==> src/rtl/fifo_wr_arbiter.sv <==
// Round-robin write-port arbiter merging NUM_REQ capture sources into one FIFO write port.
// Optional macro FIFO_ARB_TAG_EN replaces the top two data bits with the source index.
module fifo_wr_arbiter #(
  parameter int NUM_REQ = 2,
  parameter int DW      = 18,
  parameter int CNT_W   = 16
) (
  input  logic                  fe_clk,
  input  logic                  reset_i,
  input  logic                  I_enable,
  input  logic                  I_clear_stats,
  input  logic [NUM_REQ-1:0]    I_req_valid,
  input  logic [NUM_REQ*DW-1:0] I_req_data,
  output logic [NUM_REQ-1:0]    O_req_ready,
  input  logic                  I_fifo_full,
  input  logic                  I_fifo_prog_full,
  output logic                  O_fifo_wr,
  output logic [DW-1:0]         O_fifo_data,
  output logic [1:0]            O_last_grant,
  output logic [1:0]            O_state,
  output logic [CNT_W-1:0]      O_stall_count
);

  typedef enum logic [1:0] {
    ST_IDLE    = 2'd0,
    ST_RUN     = 2'd1,
    ST_BLOCKED = 2'd2
  } state_e;

  state_e               state_q;
  logic                 wr_q;
  logic [DW-1:0]        data_q;
  logic [1:0]           last_grant_q;
  logic [CNT_W-1:0]     cnt_q;
  logic [CNT_W-1:0]     cnt_d;

  logic                 blk;
  logic                 grant_any;
  logic [1:0]           grant_idx;
  logic [NUM_REQ-1:0]   grant_oh;
  logic [DW-1:0]        data_sel;
  logic [DW-1:0]        wr_word;
  logic                 stall_inc;
  int                   cand;

  assign blk = I_fifo_full | I_fifo_prog_full;

  // Round-robin search starting just after the last accepted requester.
  always_comb begin
    grant_any = 1'b0;
    grant_idx = 2'd0;
    cand      = 0;
    if ((state_q == ST_RUN) && !blk && I_enable) begin
      for (int i = 0; i < NUM_REQ; i++) begin
        cand = int'(last_grant_q) + i + 1;
        if (cand >= NUM_REQ) begin
          cand = cand - NUM_REQ;
        end else begin
          cand = cand;
        end
        for (int k = 0; k < NUM_REQ; k++) begin
          if (!grant_any && I_req_valid[k] && (k == cand)) begin
            grant_any = 1'b1;
            grant_idx = 2'(k);
          end else begin
            grant_any = grant_any;
          end
        end
      end
    end else begin
      grant_any = 1'b0;
    end
  end

  // One-hot ready and the selected requester word.
  always_comb begin
    grant_oh = '0;
    data_sel = '0;
    for (int k = 0; k < NUM_REQ; k++) begin
      grant_oh[k] = grant_any && (grant_idx == 2'(k));
      if (grant_oh[k]) begin
        data_sel = I_req_data[k*DW +: DW];
      end else begin
        data_sel = data_sel;
      end
    end
  end

`ifdef FIFO_ARB_TAG_EN
  assign wr_word = {grant_idx, data_sel[DW-3:0]};
`else
  assign wr_word = data_sel;
`endif

  // Saturating stall counter; a clear wins over a same-cycle increment.
  always_comb begin
    stall_inc = (|I_req_valid) & I_enable & (blk | (state_q == ST_BLOCKED));
    if (I_clear_stats) begin
      cnt_d = '0;
    end else if (stall_inc && (cnt_q != {CNT_W{1'b1}})) begin
      cnt_d = cnt_q + CNT_W'(1);
    end else begin
      cnt_d = cnt_q;
    end
  end

  // Control FSM; disabling takes priority over the blocking transitions.
  always_ff @(posedge fe_clk or posedge reset_i) begin
    if (reset_i) begin
      state_q <= ST_IDLE;
    end else begin
      case (state_q)
        ST_IDLE: begin
          if (I_enable) state_q <= ST_RUN;
          else          state_q <= ST_IDLE;
        end
        ST_RUN: begin
          if (!I_enable) state_q <= ST_IDLE;
          else if (blk)  state_q <= ST_BLOCKED;
          else           state_q <= ST_RUN;
        end
        ST_BLOCKED: begin
          if (!I_enable) state_q <= ST_IDLE;
          else if (!blk) state_q <= ST_RUN;
          else           state_q <= ST_BLOCKED;
        end
        default: state_q <= ST_IDLE;
      endcase
    end
  end

  // Registered write port, round-robin pointer and stall counter.
  always_ff @(posedge fe_clk or posedge reset_i) begin
    if (reset_i) begin
      wr_q         <= 1'b0;
      data_q       <= '0;
      last_grant_q <= 2'(NUM_REQ - 1);
      cnt_q        <= '0;
    end else begin
      wr_q  <= grant_any;
      cnt_q <= cnt_d;
      if (grant_any) begin
        data_q       <= wr_word;
        last_grant_q <= grant_idx;
      end else begin
        data_q       <= data_q;
        last_grant_q <= last_grant_q;
      end
    end
  end

  assign O_req_ready   = grant_oh;
  assign O_fifo_wr     = wr_q;
  assign O_fifo_data   = data_q;
  assign O_last_grant  = last_grant_q;
  assign O_state       = state_q;
  assign O_stall_count = cnt_q;

endmodule

==> config.mk <==
export PLATFORM = sky130hd
export DESIGN_NAME = fifo_wr_arbiter
export DESIGN_NICKNAME = d
export VERILOG_FILES = /design/src/rtl/fifo_wr_arbiter.sv
export SDC_FILE = /design/constraint.sdc
export NUM_CORES = 1
export LEC_CHECK = 0
export CORE_MARGIN = 2
export CORE_UTILIZATION = 44
export CTS_BUF_LIST = sky130_fd_sc_hd__clkbuf_8
export CTS_CLUSTER_DIAMETER = 200
export DETAILED_ROUTE_END_ITERATION = 6
export GPL_TIMING_DRIVEN = 0
export PLACE_DENSITY = 0.82
export SYNTH_ARGS = -nofsm -noshare
export SYNTH_HDL_FRONTEND = slang
export SYNTH_SLANG_ARGS = --single-unit
==> constraint.sdc <==
create_clock -name fe_clk -period 2.2 [get_ports fe_clk]
set_clock_uncertainty 0.05 [all_clocks]
set_input_delay 0.55 -clock fe_clk [delete_from_list [all_inputs] [get_ports fe_clk]]
set_output_delay 0.55 -clock fe_clk [all_outputs]
set_load 0.02 [all_outputs]
==> results.json, run 1 <==
{
  "period_minus_slack_ps": 2130,
  "start_kind": "register",
  "dp_hpwl_um": 4050,
  "gr-total-overflow": 0,
  "drtIter0Drc": 114,
  "seqCellArea_um2": 956,
  "r2r-end": "O_stall_count[15]",
  "io-pin-count": 85,
  "gp_congestion": 0.886,
  "route.detailed.drc": 0,
  "rsz0062_at_grt": "yes",
  "nets": 360,
  "hold_path.class": "reg -> reg",
  "synth.cell_area_um2": 2040,
  "finalCritPeriodShare": 0.967,
  "worst_ep_arrival_time_ps": 1530,
  "track_usage": 0.223,
  "yosysWarnings": 0,
  "synth-compound-area-share": 0.106,
  "clkTransAtPathRegs_ps": 70,
  "grt_pass1_wl_um": 9000,
  "drive_above_1_share": 0.163,
  "power_mw": 2.46,
  "slew_violations": 0,
  "syn_area_per_cell_um2": 9.77,
  "holdPathStages": 2,
  "via_per_inst": 5.44,
  "synth_top_area_frac": 0.453,
  "io_buffers": 83,
  "insertion_delay_ps": 300,
  "coreArea_um2": 4410,
  "hold_start": "O_last_grant[0]",
  "start_util": 0.463,
  "muxShareOfSynthArea": 0.127,
  "cts_made_buffers": 5,
  "synth_area_leader_cell": "dfrtp_1",
  "synthSimpleGateAreaFrac": 0.239,
  "r2r-start": "O_state[1]",
  "cap_violations": 0,
  "placed_area_um2": 2940,
  "yosys.area_share.adder": 0.0306,
  "grt_pass1_vias": 1893,
  "fmaxAchievable_mhz": 470,
  "grt_start_max_net_pins": 39,
  "die-area_um2": 5200,
  "synth_cell_types": 31,
  "layout_common_cells": "76 x clkdlybuf4s50_1, 34 x dfrtp_1, 29 x nor2_1, 28 x a21oi_1, 18 x mux2i_1",
  "leakagePower_nw": 1.31,
  "synth-xor-area-share": 0,
  "clockBufferDepth": 2,
  "worstSetupPathType": "reg -> out",
  "synth-seq-cells": 38,
  "min_to": "O_last_grant[0]",
  "fp.dieH_um": 72.1,
  "dr.pass1.iters": 4,
  "fin_area_um2": 3180,
  "die_w_um": 72.1,
  "required_ps": 1600,
  "cts_tree": "done",
  "diodes": 0,
  "synth_top_family_by_area": "simple AND/OR/NAND/NOR gates",
  "regToRegSetupSlack_ps": 100,
  "vias": 1980,
  "antenna_left": 0,
  "run_status": "finished, final reports clean",
  "wire_per_inst_um": 15.2,
  "ir_drop_mv": 0.663,
  "setup_viol": 0,
  "synth.area.top_cells": "dfrtp_1 45%, mux2i_1 8.8%, a21oi_1 6.9%",
  "synth_fp_nets": 258,
  "yosysSeqAreaShare": 0.466,
  "clock-sinks": 38,
  "drt-total-wl_um": 5520,
  "hold_violations": 0,
  "root_buffer": "clkbuf_8",
  "row_count": 24,
  "worstMarginPinSlew_ps": 780,
  "p_per_area_nw_per_um2": 772,
  "endpoint_kind": "output pin",
  "layout_commonest_cell": "clkdlybuf4s50_1",
  "multi_input_area_um2": 1090,
  "syn_inst": 209,
  "fillers": 344,
  "hold_buffers": 0,
  "area.growth.synth_to_final_pct": 55.9,
  "ff2ff_path_depth": 7,
  "relSlewSlack": 0.479,
  "antenna_found_initial": 0,
  "cts-htree-levels": 2,
  "worstPathMaxFanout": 3
}
-- power breakdown --
group          switching (mW)  total [mW]  internal, mW
Clock                   0.240       0.488         0.248
Sequential             0.0995       0.982         0.882
Combinational           0.488       0.988         0.500
-- worst max-delay path by stage --
stage / startpoint / to / slack [ps]
final: O_state[1] / O_req_ready[0] / 70
after global placement: I_fifo_prog_full / O_req_ready[0] / -1060
after CTS: O_state[1] / O_req_ready[0] / -10
after floorplan: O_state[1] / O_req_ready[0] / 4
after detailed placement: I_fifo_prog_full / O_req_ready[0] / -1090
after global routing: O_state[1] / O_req_ready[0] / -20
-- area by class of cell --
type	instances	share of cell area
buffer	9	0.0130
clock buffer	6	0.0259
clock inverter	2	0.00275
inverter	3	0.00354
multi-input combinational	157	0.342
sequential	38	0.300
tap	52	0.0204
timing repair buffer	97	0.292
-- routing by layer --
metal | up-vias | GRT usage | share of wire
li1 | 956 | - | -
met1 | 937 | 0.284 | 0.39
met3 | 7 | 0.0556 | 0.077
met4 | 0 | 0.0881 | 0.017
met5 | - | 0 | 0
met2 | 80 | 0.365 | 0.51
-- state kept, by name, summed over array words and instances (netlist names) --
register,flops
O_fifo_data,18
O_stall_count,16
O_fifo_wr,1
O_state,2
O_last_grant,1
-- stage by stage --
step            util  setup WS (ps)  setup TNS [ps]  hold slack [ps]  std cells
4_1_cts        0.706          -11.2           -11.2              461        357
3_5_place_dp   0.666          -1090          -11520              453        344
6_report       0.721           73.4               0              462        364
3_3_place_gp   0.666          -1060          -12820              447        344
2_1_floorplan      -           4.09               0              485        209
5_1_grt        0.721          -21.6           -21.6              485        364
-- worst max-delay path, cell delays in order (launching register included) --
cell and delay [ps]:
dfrtp_1 400, inv_2 90, ha_4 120, nor3b_4 180, and2_4 170, nor2b_4 150
buf_6 130
-- timing repair --
item,CTS,global route
setup endpoints to repair,22,10
setup buffers,5,9
resized for setup,31,6
pin swaps,3,4
-- cells by family after synthesis --
group / count (synthesis)
muxes: 25
buffers and inverters: 14
and+or+nand+nor: 87
AOI/OAI and AO/OA: 39
adders and majority gates: 5
DFF: 38
other: 1
-- Yosys cell counts, drive strengths merged --
| cell | count |
|---|---|
| a21oi | 28 |
| and2 | 4 |
| and3 | 3 |
| buf | 5 |
| clkbuf | 6 |
| conb | 1 |
| dfrtp | 37 |
| dfstp | 1 |
| ha | 5 |
| inv | 3 |
| mux2 | 7 |
| mux2i | 18 |
| nand2 | 8 |
| nand3 | 8 |
| nand4 | 7 |
| nor2 | 29 |
| nor2b | 8 |
| nor3b | 2 |
| nor4 | 7 |
| o2111ai | 1 |
| o21a | 1 |
| o21ai | 3 |
| o31ai | 6 |
| or3 | 3 |
| or4 | 8 |
Power figures use the tool's default switching activity.
==> run 2: changes to the inputs <==
SETUP_SLACK_MARGIN = 0.5   (was default)
==> results.json, run 2 (same netlist as run 1, synthesis figures left out) <==
{
  "run_status": "finished with violations",
  "violations": "setup timing",
  "pre_cts_ws_ps": -821,
  "worst_ep_arrival_time_ps": 1620,
  "gp_congestion": 0.867,
  "layout_common_cells": "44 x buf_4, 38 x clkdlybuf4s50_1, 30 x dlygate4sd2_1, 29 x nor2_1, 22 x dfrtp_1",
  "gr-total-overflow": 0,
  "fmaxAchievable_mhz": 451,
  "antenna_found_initial": 0,
  "rsz0062_at_grt": "yes",
  "final.setup.worst_slack_ps": -16.3,
  "critPathMaxStageDelay_ps": 410,
  "p_per_area_nw_per_um2": 648,
  "fin_hold_ws_ps": 483,
  "cts_tree": "done",
  "power_mw": 2.52,
  "ir_drop_mv": 0.643,
  "start_util": 0.463,
  "worstSetupPathType": "reg -> out",
  "dr.pass1.iters": 7,
  "seqCellArea_um2": 971,
  "cts_made_buffers": 5,
  "period_minus_slack_ps": 2220,
  "row_count": 24,
  "insertion_delay_ps": 290,
  "via_per_inst": 6.19,
  "wire_per_inst_um": 22.9,
  "clockBufferDepth": 2,
  "drive_above_1_share": 0.440,
  "grt_pass1_vias": 2294,
  "area.growth.synth_to_final_pct": 90.6,
  "clock-sinks": 38,
  "die_w_um": 72.1,
  "layout_commonest_cell": "buf_4",
  "io_buffers": 83,
  "hold_path.class": "reg -> reg",
  "start_kind": "register",
  "route.detailed.drc": 0,
  "largest_reg_flops": 18,
  "drt-total-wl_um": 9270,
  "regToRegSetupSlack_ps": 20,
  "relSlewSlack": 0.471,
  "fillers": 204,
  "cts-htree-levels": 2,
  "diodes": 0,
  "setup_viol": 1,
  "root_buffer": "clkbuf_8",
  "slew_violations": 0,
  "clkTransAtPathRegs_ps": 70,
  "fp.dieH_um": 72.1,
  "worstPathMaxFanout": 2,
  "grt_start_max_net_pins": 39,
  "drtIter0Drc": 217,
  "multi_input_area_um2": 1420,
  "track_usage": 0.274,
  "die-area_um2": 5200,
  "leakagePower_nw": 1.67,
  "hold_violations": 0,
  "finalCritPeriodShare": 1.01,
  "coreArea_um2": 4410,
  "nets": 400,
  "required_ps": 1600,
  "crit_chain": "inv_2 -> ha_4 -> nor3b_4 -> and2_4 -> buf_8 -> nor2b_4 -> buf_6",
  "antenna_left": 0,
  "endpoint_kind": "output pin",
  "io-pin-count": 85,
  "slowest_stage": "dfrtp_2",
  "vias": 2500,
  "utilization": 0.882,
  "cap_violations": 0,
  "worstMarginPinSlew_ps": 792,
  "grt_pass1_wl_um": 11000,
  "dp_hpwl_um": 4150
}
-- run 2: critical path: cells and delay by family (launching register included) --
kind	cells	cell delay, ps
and+or+nand+nor	3	490
DFF	1	410
buffers and inverters	3	300
adders and majority gates	1	120
-- run 2: routing by layer --
metal,global-route usage,routed length (um),up-vias
met5,0,0,-
met4,0.0881,334,0
met3,0.0472,672,46
met2,0.495,4930,183
met1,0.329,3330,1223
li1,-,-,1048
-- run 2: power by group --
part / switching, mW / internal [mW] / total, mW
Combinational: 0.615 / 0.454 / 1.07
Clock: 0.241 / 0.211 / 0.452
Sequential: 0.119 / 0.884 / 1.00
-- run 2: final timing paths --
check | from | end | cells after the start
setup / recovery | O_state[1] | O_req_ready[0] | 7
hold / removal | O_fifo_data[12] | O_fifo_data[12] | 2
setup reg to reg | O_state[0] | O_stall_count[0] | 11
hold reg to reg | O_fifo_data[12] | O_fifo_data[12] | 2
max in group asynchronous | reset_i | O_state[0] | 2
min in group asynchronous | reset_i | O_fifo_data[11] | 2
-- run 2: cell type report --
type                    count  area share
multi-input cells         157       0.366
repair buffers            135       0.313
flip-flops and latches     38       0.250
plain buffers              11      0.0315
clock buffers               5      0.0177
well taps                  52      0.0167
inverters                   3     0.00354
clock inverters             3     0.00289
-- run 2: repair_timing --
action | 4_1_cts | 5_1_grt
pin swaps | 28 | 20
endpoints found under the setup margin | 75 | 47
setup buffers | 38 | 12
hold buffers | 0 | 0
cloned | 0 | 2
resized for setup | 118 | 64
-- run 2: stage by stage --
stage               TNS [ps]  cells  cell area, um^2
global placement      -10130    344             3030
CTS                        0    390             3600
global route            -120    404             3890
detailed placement     -6320    344             3030
floorplan                  0    209             2130
finish                 -16.3    404             3890
==> run 3: changes to the inputs <==
ABC_AREA = 1   (was default)
==> results.json, run 3 <==
{
  "run_status": "finished, final reports clean",
  "route.detailed.drc": 0,
  "p_sw_frac": 0.372,
  "syn_area_per_cell_um2": 7.60,
  "cts_tree": "done",
  "track_usage": 0.246,
  "grt_use_met1": 0.287,
  "p_sw_mw": 0.924,
  "vias": 2191,
  "clock-sinks": 38,
  "syn_inst": 269,
  "clockBufferDepth": 2,
  "endpoint_kind": "output pin",
  "layout_commonest_cell": "nand2_1",
  "hold_violations": 0,
  "placed_area_um2": 2990,
  "area.growth.synth_to_final_pct": 60.9,
  "r2r-end": "O_stall_count[4]",
  "synth_fp_nets": 318,
  "synth_edf_count": 0,
  "busiest_layer": "met2",
  "dp.cells": 404,
  "instances_no_fill": 432,
  "nets": 428,
  "drt-total-wl_um": 6240,
  "hold_path.class": "reg -> reg",
  "ff2ff_path_depth": 10,
  "dp_hpwl_um": 4150,
  "period_minus_slack_ps": 2130,
  "grt_pass1_vias": 2164,
  "grt_pass1_wl_um": 9960,
  "synth_top_area_frac": 0.453,
  "p_seq_frac": 0.408,
  "r2r-start": "O_stall_count[1]",
  "io_buffers": 83,
  "clockPowerShare": 0.203,
  "row_count": 24,
  "layout_common_cells": "96 x nand2_1, 38 x clkdlybuf4s50_1, 29 x dfrtp_1, 28 x nand3_1, 22 x dlygate4sd2_1",
  "yosysWarnings": 0,
  "synth.cell_area_um2": 2050,
  "synth_ff_type": "dfrtp_1",
  "wire_per_inst_um": 14.4,
  "worstPathMaxFanout": 3,
  "synth-seq-cells": 38,
  "met2_usage": 0.412,
  "synth_area_leader_cell": "dfrtp_1",
  "insertion_delay_ps": 300,
  "relSlewSlack": 0.469,
  "finalCritPeriodShare": 0.969,
  "p_per_area_nw_per_um2": 755,
  "async_reset_ff_frac": 1.00,
  "fmaxAchievable_mhz": 469,
  "yosysMostFrequentCell": "nand2_1",
  "start_kind": "register",
  "cap_violations": 0,
  "fin_area_um2": 3290,
  "ir_drop_mv": 0.544,
  "ys_top_cells_by_count": "113 x nand2_1, 37 x dfrtp_1, 28 x nand3_1",
  "worst_ep_arrival_time_ps": 1530,
  "required_ps": 1600,
  "worstSetupEndpoint": "O_req_ready[0]",
  "fp.dieH_um": 72.2,
  "drive_above_1_share": 0.263,
  "io-pin-count": 85,
  "worstMarginPinSlew_ps": 795,
  "gr-total-overflow": 0,
  "rsz0062_at_grt": "yes",
  "slew_violations": 0,
  "largest_reg_flops": 18,
  "multi_input_area_um2": 1110,
  "die-area_um2": 5210,
  "via_per_inst": 5.07,
  "coreArea_um2": 4410,
  "drtIter0Drc": 144,
  "antenna_found_initial": 0,
  "synth.area.top_cells": "dfrtp_1 45%, nand2_1 21%, nand3_1 6.9%",
  "dr.pass1.iters": 4,
  "regToRegSetupSlack_ps": 500,
  "worstSetupPathType": "reg -> out",
  "startpoint": "O_state[1]",
  "start_util": 0.463,
  "antenna_left": 0,
  "root_buffer": "clkbuf_8",
  "fillers": 340,
  "p_int_mw": 1.56,
  "diodes": 0,
  "leakagePower_nw": 1.58,
  "clkTransAtPathRegs_ps": 80,
  "yosysSeqAreaShare": 0.465,
  "die_w_um": 72.2,
  "grt_start_max_net_pins": 39,
  "cts_made_buffers": 5,
  "comb_power_share": 0.388,
  "gp_congestion": 0.932,
  "setup_viol": 0,
  "grt_util_met3": 0.106,
  "synth_cell_types": 25,
  "seqCellArea_um2": 962,
  "cts-htree-levels": 2
}
==> run 3: changes by cell type in the layout (fill, tap and decap cells not counted), moves of 12 or more <==
| cell | before | now |
|---|---|---|
| a21oi_1 | 16 | 1 |
| a21oi_2 | 12 | 0 |
| buf_4 | 44 | 14 |
| mux2i_1 | 18 | 0 |
| nand2_1 | 7 | 96 |
| nand2_2 | 0 | 17 |
| nand3_1 | 4 | 28 |
==> run 3: power groups by stage <==
stage	logic, mW	registers (mW)	clock network [mW]
final	0.965	1.01	0.506
after global routing	1.05	1.04	0.540
after detailed placement	1.03	1.03	0
after CTS	0.953	1.01	0.506
after global placement	1.02	1.02	0
after floorplan	0.249	1.25	0
==> run 3: cell families after synthesis <==
family                   Yosys count  synth area share
buffers and inverters             22            0.0508
AND/OR/NAND/NOR                  187             0.398
adder cells (fa/ha/maj)            5            0.0306
XOR/XNOR                           6            0.0257
AO/OA/AOI/OAI                     10            0.0281
other                              1           0.00183
flip-flops                        38             0.465
==> run 3: worst max-delay path: stages, from the launching register on <==
cell and delay, ps:
dfrtp_2 420, inv_2 70, ha_4 120, nand4_1 120, a21oi_4 210, nor2_4 50, buf_6 120, buf_6 120
==> run 3: area by class of cell <==
type | count | share of cell area
multi-input cells | 209 | 0.337
flip-flops and latches | 38 | 0.292
well taps | 52 | 0.0198
clock inverters | 2 | 0.00266
repair buffers | 103 | 0.283
plain buffers | 9 | 0.0236
clock buffers | 6 | 0.0251
inverters | 13 | 0.0163
==> run 3: metrics by stage <==
stage | power, mW | utilization | setup TNS [ps] | hold WS [ps] | setup WS [ps]
finish | 2.49 | 0.745 | 0 | 451 | 68.1
global placement | 2.04 | 0.677 | -5670 | 428 | -730
floorplan | 1.50 | - | 0 | 497 | 435
detailed placement | 2.06 | 0.677 | -1430 | 434 | -753
CTS | 2.47 | 0.722 | 0 | 456 | 55.8
global route | 2.63 | 0.745 | -14.6 | 471 | -14.6
==> run 3: how the worst min path moves through the flow <==
stage | slack (ps) | end | from | cells after the start
after global routing | 470 | O_fifo_data[17] | O_fifo_data[17] | 2
after global placement | 430 | O_fifo_data[11] | O_fifo_data[11] | 2
after detailed placement | 430 | O_fifo_data[0] | O_fifo_data[0] | 2
after CTS | 460 | O_fifo_data[17] | O_fifo_data[17] | 2
final | 450 | O_fifo_data[11] | O_fifo_data[11] | 2
after floorplan | 500 | O_last_grant[0] | O_last_grant[0] | 2
==> run 3: repair_timing <==
item	CTS	global route
endpoints found under the setup margin	73	45
endpoints found under the hold margin	0	0
buffers inserted	14	5
gates resized for setup	84	62
cloned	1	0
hold buffers	0	0
pin swaps	7	17
==> run 3: metal layers <==
layer | vias to the layer above | share of wire
met4 | 0 | 0.015
met5 | - | 0
met2 | 106 | 0.50
li1 | 1081 | -
met1 | 993 | 0.38
met3 | 11 | 0.10
==> variant 1, RTL diff (config.mk and constraints of run 2) <==
`DW`: 18 -> 9.
--- a/src/rtl/fifo_wr_arbiter.sv
+++ b/src/rtl/fifo_wr_arbiter.sv
@@ -2,7 +2,7 @@
 // Optional macro FIFO_ARB_TAG_EN replaces the top two data bits with the source index.
 module fifo_wr_arbiter #(
   parameter int NUM_REQ = 2,
-  parameter int DW      = 18,
+  parameter int DW      = 9,
   parameter int CNT_W   = 16
 ) (
   input  logic                  fe_clk,
Ports: changed (resized I_req_data and O_fifo_data); port bits go from 85 to 58. No check against the original RTL was run, so the function may have changed too.
==> variant 1 against run 2 <==
  * Total power is 27% lower
  * Synthesized cell count is 19% lower
  * Sequential cell count down 9
  * The flow still finishes with violations (negative setup slack)
  * Routed wire length shrank 47%
  * First-iteration DRC count fell by 24%
  * Global-route usage is 3.4 points lower
  * Design area fell by 26%
  * Synthesized area shrank 18%
  * Worst setup slack worse by 0.058 ns
  * Utilization down 9.8 points
==> variant 1: results (changes against run 2) <==
\begin{tabular}{lr}
\hline
Metric & Value \\
\hline
\multicolumn{2}{l}{\textbf{Outcome}} \\
Status & finished with violations \\
Failing checks & negative setup slack \\
\multicolumn{2}{l}{\textbf{STA}} \\
\# setup viols final & 1 (unchanged) \\
Setup slack of the critical path after layout & -0.0745 ns (-0.0581 ns) \\
Relative slew margins & 54.5\% (+7.4 points) \\
\multicolumn{2}{l}{\textbf{GRT}} \\
Maximum number of pins on one net before global-route repair & 30 (-23\%) \\
Wire length of the first global-routing pass & 7870 microns (-29\%) \\
Via count of the first global-routing pass & 1709 (-26\%) \\
GRT Overall Usage & 24.0\% (-3.4 points) \\
\multicolumn{2}{l}{\textbf{Layout}} \\
Flip-flop count of the largest register after layout & 16 (-2) \\
Number of nets in the layout & 291 (-27\%) \\
Ratio of cells with drive above 1 in the final layout & 46.4\% (+2.3 points) \\
\multicolumn{2}{l}{\textbf{Power and ir drop}} \\
Worst VDD drop & 0.557 mV (-13\%) \\
Static Leak & 0.00124 uW (-26\%) \\
\multicolumn{2}{l}{\textbf{Setup path}} \\
Worst EP arrival & 1.67 ns (+0.05 ns) \\
Category of cells accounting for the largest share of critical-path delay & flip-flops \\
Worst R2R Start & O\_stall\_count[1]\$\_DFFE\_PP0P\_ \\
Internal reg-to-reg setup slack & 0.28 ns (+0.26 ns) \\
End of the worst register-to-register path & O\_stall\_count[6]\$\_DFFE\_PP0P\_ \\
Cell depth of the worst flop-to-flop path & 8 (-3) \\
\multicolumn{2}{l}{\textbf{Routing}} \\
DR vias/cell & 5.64 (-8.9\%) \\
1st-iter DRT viols & 166 (-24\%) \\
Number of optimization iterations in the first detailed-route pass & 4 (-3) \\
Routed len/inst & 15.8 microns (-31\%) \\
\multicolumn{2}{l}{\textbf{Placement}} \\
Dpl cells & 272 (-21\%) \\
Gpl congestion & 0.862 (-0.51\%) \\
Dpl ws & -0.816 ns (+0.00481 ns) \\
Detailed placer's ending HPWL & 3040 microns (-27\%) \\
Placement Cell Area & 2350 sq um (-22\%) \\
\multicolumn{2}{l}{\textbf{Logic synthesis}} \\
Post-synthesis sequential area ratio & 43.4\% (-3.2 points) \\
Avg Synthesized Cell Area & 9.91 sq um (+1.5\%) \\
Largest cells by area after synthesis & dfrtp\_1 42\%, a21oi\_1 6.3\%, mux2i\_1 5.4\%, ha\_1 3.7\%, o31ai\_1 3.6\% \\
Distinct cell type count after synthesis & 46 (+48\%) \\
\multicolumn{2}{l}{\textbf{Min path}} \\
Hold path endpoint & O\_last\_grant[0]\$\_DFFE\_PP1P\_ \\
Worst hold path startpoint & O\_last\_grant[0]\$\_DFFE\_PP1P\_ \\
\hline
\end{tabular}
-- variant 1: cell types whose count changed after synthesis, moves of 4 or more --
| cell | delta |
|---|---|
| a21oi_1 | -7 |
| mux2_2 | -5 |
| mux2i_1 | -9 |
| dfrtp_1 | -9 |
| nor4_1 | -4 |
| nor2b_1 | -5 |
| nor2_1 | -15 |
-- variant 1: worst max path at each step --
stage	from	end	cells after the start
after global routing	O_state[1]$_DFF_PP0_	O_req_ready[0]	7
final	O_state[1]$_DFF_PP0_	O_req_ready[0]	7
after CTS	O_state[1]$_DFF_PP0_	O_req_ready[0]	7
after floorplan	O_state[1]$_DFF_PP0_	O_req_ready[0]	6
after detailed placement	I_fifo_prog_full	O_req_ready[0]	6
after global placement	I_enable	O_req_ready[0]	6
-- variant 1: logic make-up (layout without fill, tap and decap cells) --
logic type	count (synthesis)	after routing	share of synthesized area, %
other cells	1	1	0.224
simple gates	69	70	27.0
compound gates	38	38	13.7
fa+ha+maj	5	5	3.73
flops	29	29	43.4
mux	12	12	7.39
buf+inv	15	106	4.63
-- variant 1: metrics by stage --
step	power, uW	util [%]	TNS, ns	hold WS, ns
6_report	1830	78.4	-0.0745	0.463
5_1_grt	1930	78.4	-0.147	0.490
4_1_cts	1830	73.9	-0.0610	0.470
3_5_place_dp	1290	64.3	-1.97	0.454
3_3_place_gp	1280	64.3	-1.75	0.429
2_1_floorplan	992	-	0	0.468
-- variant 1: layout make-up --
type | count | area, sq um
tap | 48 | 60.1
sequential | 29 | 741
clock buffer | 5 | 68.8
fill | 235 | 792
buffer | 9 | 82.6
clock inverter | 3 | 46.3
multi-input combinational | 126 | 1100
inverter | 6 | 31.3
timing repair buffer | 83 | 738
-- variant 1: power by group --
part           total, uW  switching [uW]  internal, uW  leakage, uW
logic                559             316           243     0.000822
clock network        567             228           339    0.0000543
registers            705            62.4           642     0.000359
-- variant 1: worst reg2reg max path, stage by stage, from the launching register on --
cell     delay [ns]
dfrtp_2        0.44
ha_4           0.17
nand4_1        0.14
buf_4          0.15
nor4_4         0.04
buf_4          0.17
buf_6          0.11
or4_1          0.41
a21oi_1        0.15
-- variant 1: metal layers --
metal | track usage, % | wire (microns)
met5 | 0 | 0
met4 | 10.2 | 127
met3 | 7.88 | 365
met2 | 39.6 | 2480
met1 | 28.4 | 1910
-- variant 1: timing repair --
item / 4_1_cts / 5_1_grt
cloned: 3 / 0
hold buffers: 0 / 0
gates resized for setup: 98 / 41
setup buffers: 17 / 9
pin swaps: 22 / 8
setup endpoints to repair: 64 / 37
==> variant 2, RTL diff (config.mk and constraints of run 2) <==
Without the edit above. Put one more register stage on the output `O_stall_count`, cleared by the reset. The value now appears one clock later. The other outputs are not delayed to match.
--- a/src/rtl/fifo_wr_arbiter.sv
+++ b/src/rtl/fifo_wr_arbiter.sv
@@ -154,7 +154,13 @@
   assign O_fifo_data   = data_q;
   assign O_last_grant  = last_grant_q;
   assign O_state       = state_q;
-  assign O_stall_count = cnt_q;
+  always_ff @(posedge fe_clk or posedge reset_i) begin
+    if (reset_i) begin
+      O_stall_count <= '0;
+    end else begin
+      O_stall_count <= cnt_q;
+    end
+  end
 
 endmodule
 
Function: changed (a bounded check fails within 4 cycles, from zero or initial values and one cycle with reset_i high).
==> variant 2 against run 2 <==
  * Utilization decreased by 13 points
  * Design area grew 5.3%
  * Synthesized area grew 20%
  * Total power is 13% higher
  * Largest power group is now sequential cells
  * Count of clock-buffer cells in the layout did not move
  * Worst setup slack improved by 0.068 ns
  * Combinational power shrank 8%
  * Highest routed layer unchanged
  * Routed wire length shrank 20%
  * Non-clock buffer count shrank 15
  * Register-to-register slack better by 0.03 ns
  * Sequential cell count is 16 higher
  * Largest cell class is now sequential cells
  * Worst hold slack got worse by 0.13 ns
==> variant 2: results (changes against run 2) <==
\begin{tabular}{lr}
\hline
Metric & Value \\
\hline
\multicolumn{2}{l}{\textbf{Outcome}} \\
Status & complete, no violations \\
\multicolumn{2}{l}{\textbf{Placement}} \\
Placement Cell Area & 3450 sq um (+14\%) \\
Gpl congestion & 0.866 (about the same) \\
Detailed placer's ending HPWL & 4100 microns (-1.2\%) \\
\multicolumn{2}{l}{\textbf{Layout}} \\
Number of standard cells in the layout, taps in and fillers out & 424 (+5.0\%) \\
Multi-input comb cells & 150 (-4.5\%) \\
Multi-input gate share of total cell area & 31.3\% (-5.2 points) \\
Share of the final layout cell area in sequential cells & 33.2\% (+8.3 points) \\
Filler cells & 353 (+73\%) \\
Clock network share of area & 2.38\% (+0.32 points) \\
Layout buffer count excluding clock buffers & 131 (-10\%) \\
Reg area & 1360 sq um (+40\%) \\
\multicolumn{2}{l}{\textbf{Setup path}} \\
Largest fanout on the critical path & 6 (+4) \\
End of the worst register-to-register path & cnt\_q[6]\$\_DFFE\_PP0P\_ \\
Cell depth of the worst flop-to-flop path & 9 (-2) \\
Internal reg-to-reg setup slack & 0.05 ns (+0.03 ns) \\
\multicolumn{2}{l}{\textbf{Logic synthesis}} \\
Largest cells by area after synthesis & dfrtp\_1 54\%, mux2i\_1 7.3\%, a21oi\_1 5.7\%, nor2\_1 4.1\%, ha\_1 2.5\% \\
Synthesized instance count & 223 (+6.7\%) \\
Distinct cell type count after synthesis & 43 (+39\%) \\
Number of nets produced by synthesis & 272 (+5.4\%) \\
\multicolumn{2}{l}{\textbf{GRT}} \\
Maximum number of pins on one net before global-route repair & 55 (+41\%) \\
Met1 capacity usage during global routing & 25.7\% (-7.3 points) \\
Met3 Use GR & 5.86\% (+1.1 points) \\
Via count of the first global-routing pass & 2279 (-0.65\%) \\
Wire length of the first global-routing pass & 10900 microns (-1.0\%) \\
Met2 routing resource usage after global routing & 40.0\% (-9.5 points) \\
\multicolumn{2}{l}{\textbf{Routing}} \\
Routed wl met2 & 3770 microns (-23\%) \\
Total length of routed met3 wires & 571 microns (-15\%) \\
DR vias/cell & 5.54 (-11\%) \\
Routed len/inst & 17.4 microns (-24\%) \\
\multicolumn{2}{l}{\textbf{Clock network}} \\
Count of instances resized after the clock tree is built & 97 (-18\%) \\
CTS Sinks & 54 (+42\%) \\
Clock edge transition at the registers on the reported setup and hold paths & 0.11 ns (+0.04 ns) \\
Buffers inserted during post-CTS setup optimization & 30 (-21\%) \\
\multicolumn{2}{l}{\textbf{STA}} \\
Post-Route Hold Slack & 0.355 ns (-0.129 ns) \\
\multicolumn{2}{l}{\textbf{Min path}} \\
Worst hold path startpoint & cnt\_q[15]\$\_DFFE\_PP0P\_ \\
\hline
\end{tabular}
variant 2: metrics by stage:
| stage | setup TNS (ns) | power (uW) |
|---|---|---|
| after global placement | -4.55 | 2260 |
| after detailed placement | -5.06 | 2300 |
| after CTS | 0 | 2820 |
| after global routing | -0.0200 | 3010 |
| after floorplan | 0 | 1770 |
| final | 0 | 2860 |
variant 2: worst max-delay path by stage:
stage / from / to / slack (ns)
2_1_floorplan: O_state[1]$_DFF_PP0_ / O_req_ready[0] / 0.30
3_3_place_gp: I_fifo_prog_full / O_req_ready[0] / -0.81
3_5_place_dp: I_fifo_prog_full / O_req_ready[0] / -0.81
4_1_cts: O_state[1]$_DFF_PP0_ / O_req_ready[0] / 0.08
5_1_grt: O_state[1]$_DFF_PP0_ / O_req_ready[0] / -0.02
6_report: O_state[0]$_DFF_PP0_ / cnt_q[6]$_DFFE_PP0P_ / 0.05
variant 2: critical path: stages, from the launching register on:
cell      delay (ns)
dfrtp_2         0.46
buf_4           0.16
inv_2           0.05
ha_2            0.15
or3_4           0.12
buf_8           0.11
nand4_1         0.21
buf_4           0.23
a211oi_4        0.19
mux2_4          0.32
variant 2: power groups by stage:
stage / clock [uW] / sequential [uW] / combinational [uW]
after floorplan: 0 / 1530 / 237
after global placement: 0 / 1300 / 965
after detailed placement: 0 / 1310 / 990
after CTS: 598 / 1280 / 940
after global routing: 654 / 1310 / 1050
final: 593 / 1280 / 980
variant 2: logic make-up after synthesis:
kind of cell / Yosys count / share of synthesized area (%)
simple gates: 70 / 15.8
flops: 54 / 55.1
compound gates: 50 / 12.9
mux: 23 / 9.64
buf+inv: 20 / 3.82
fa+ha+maj: 5 / 2.55
other cells: 1 / 0.153
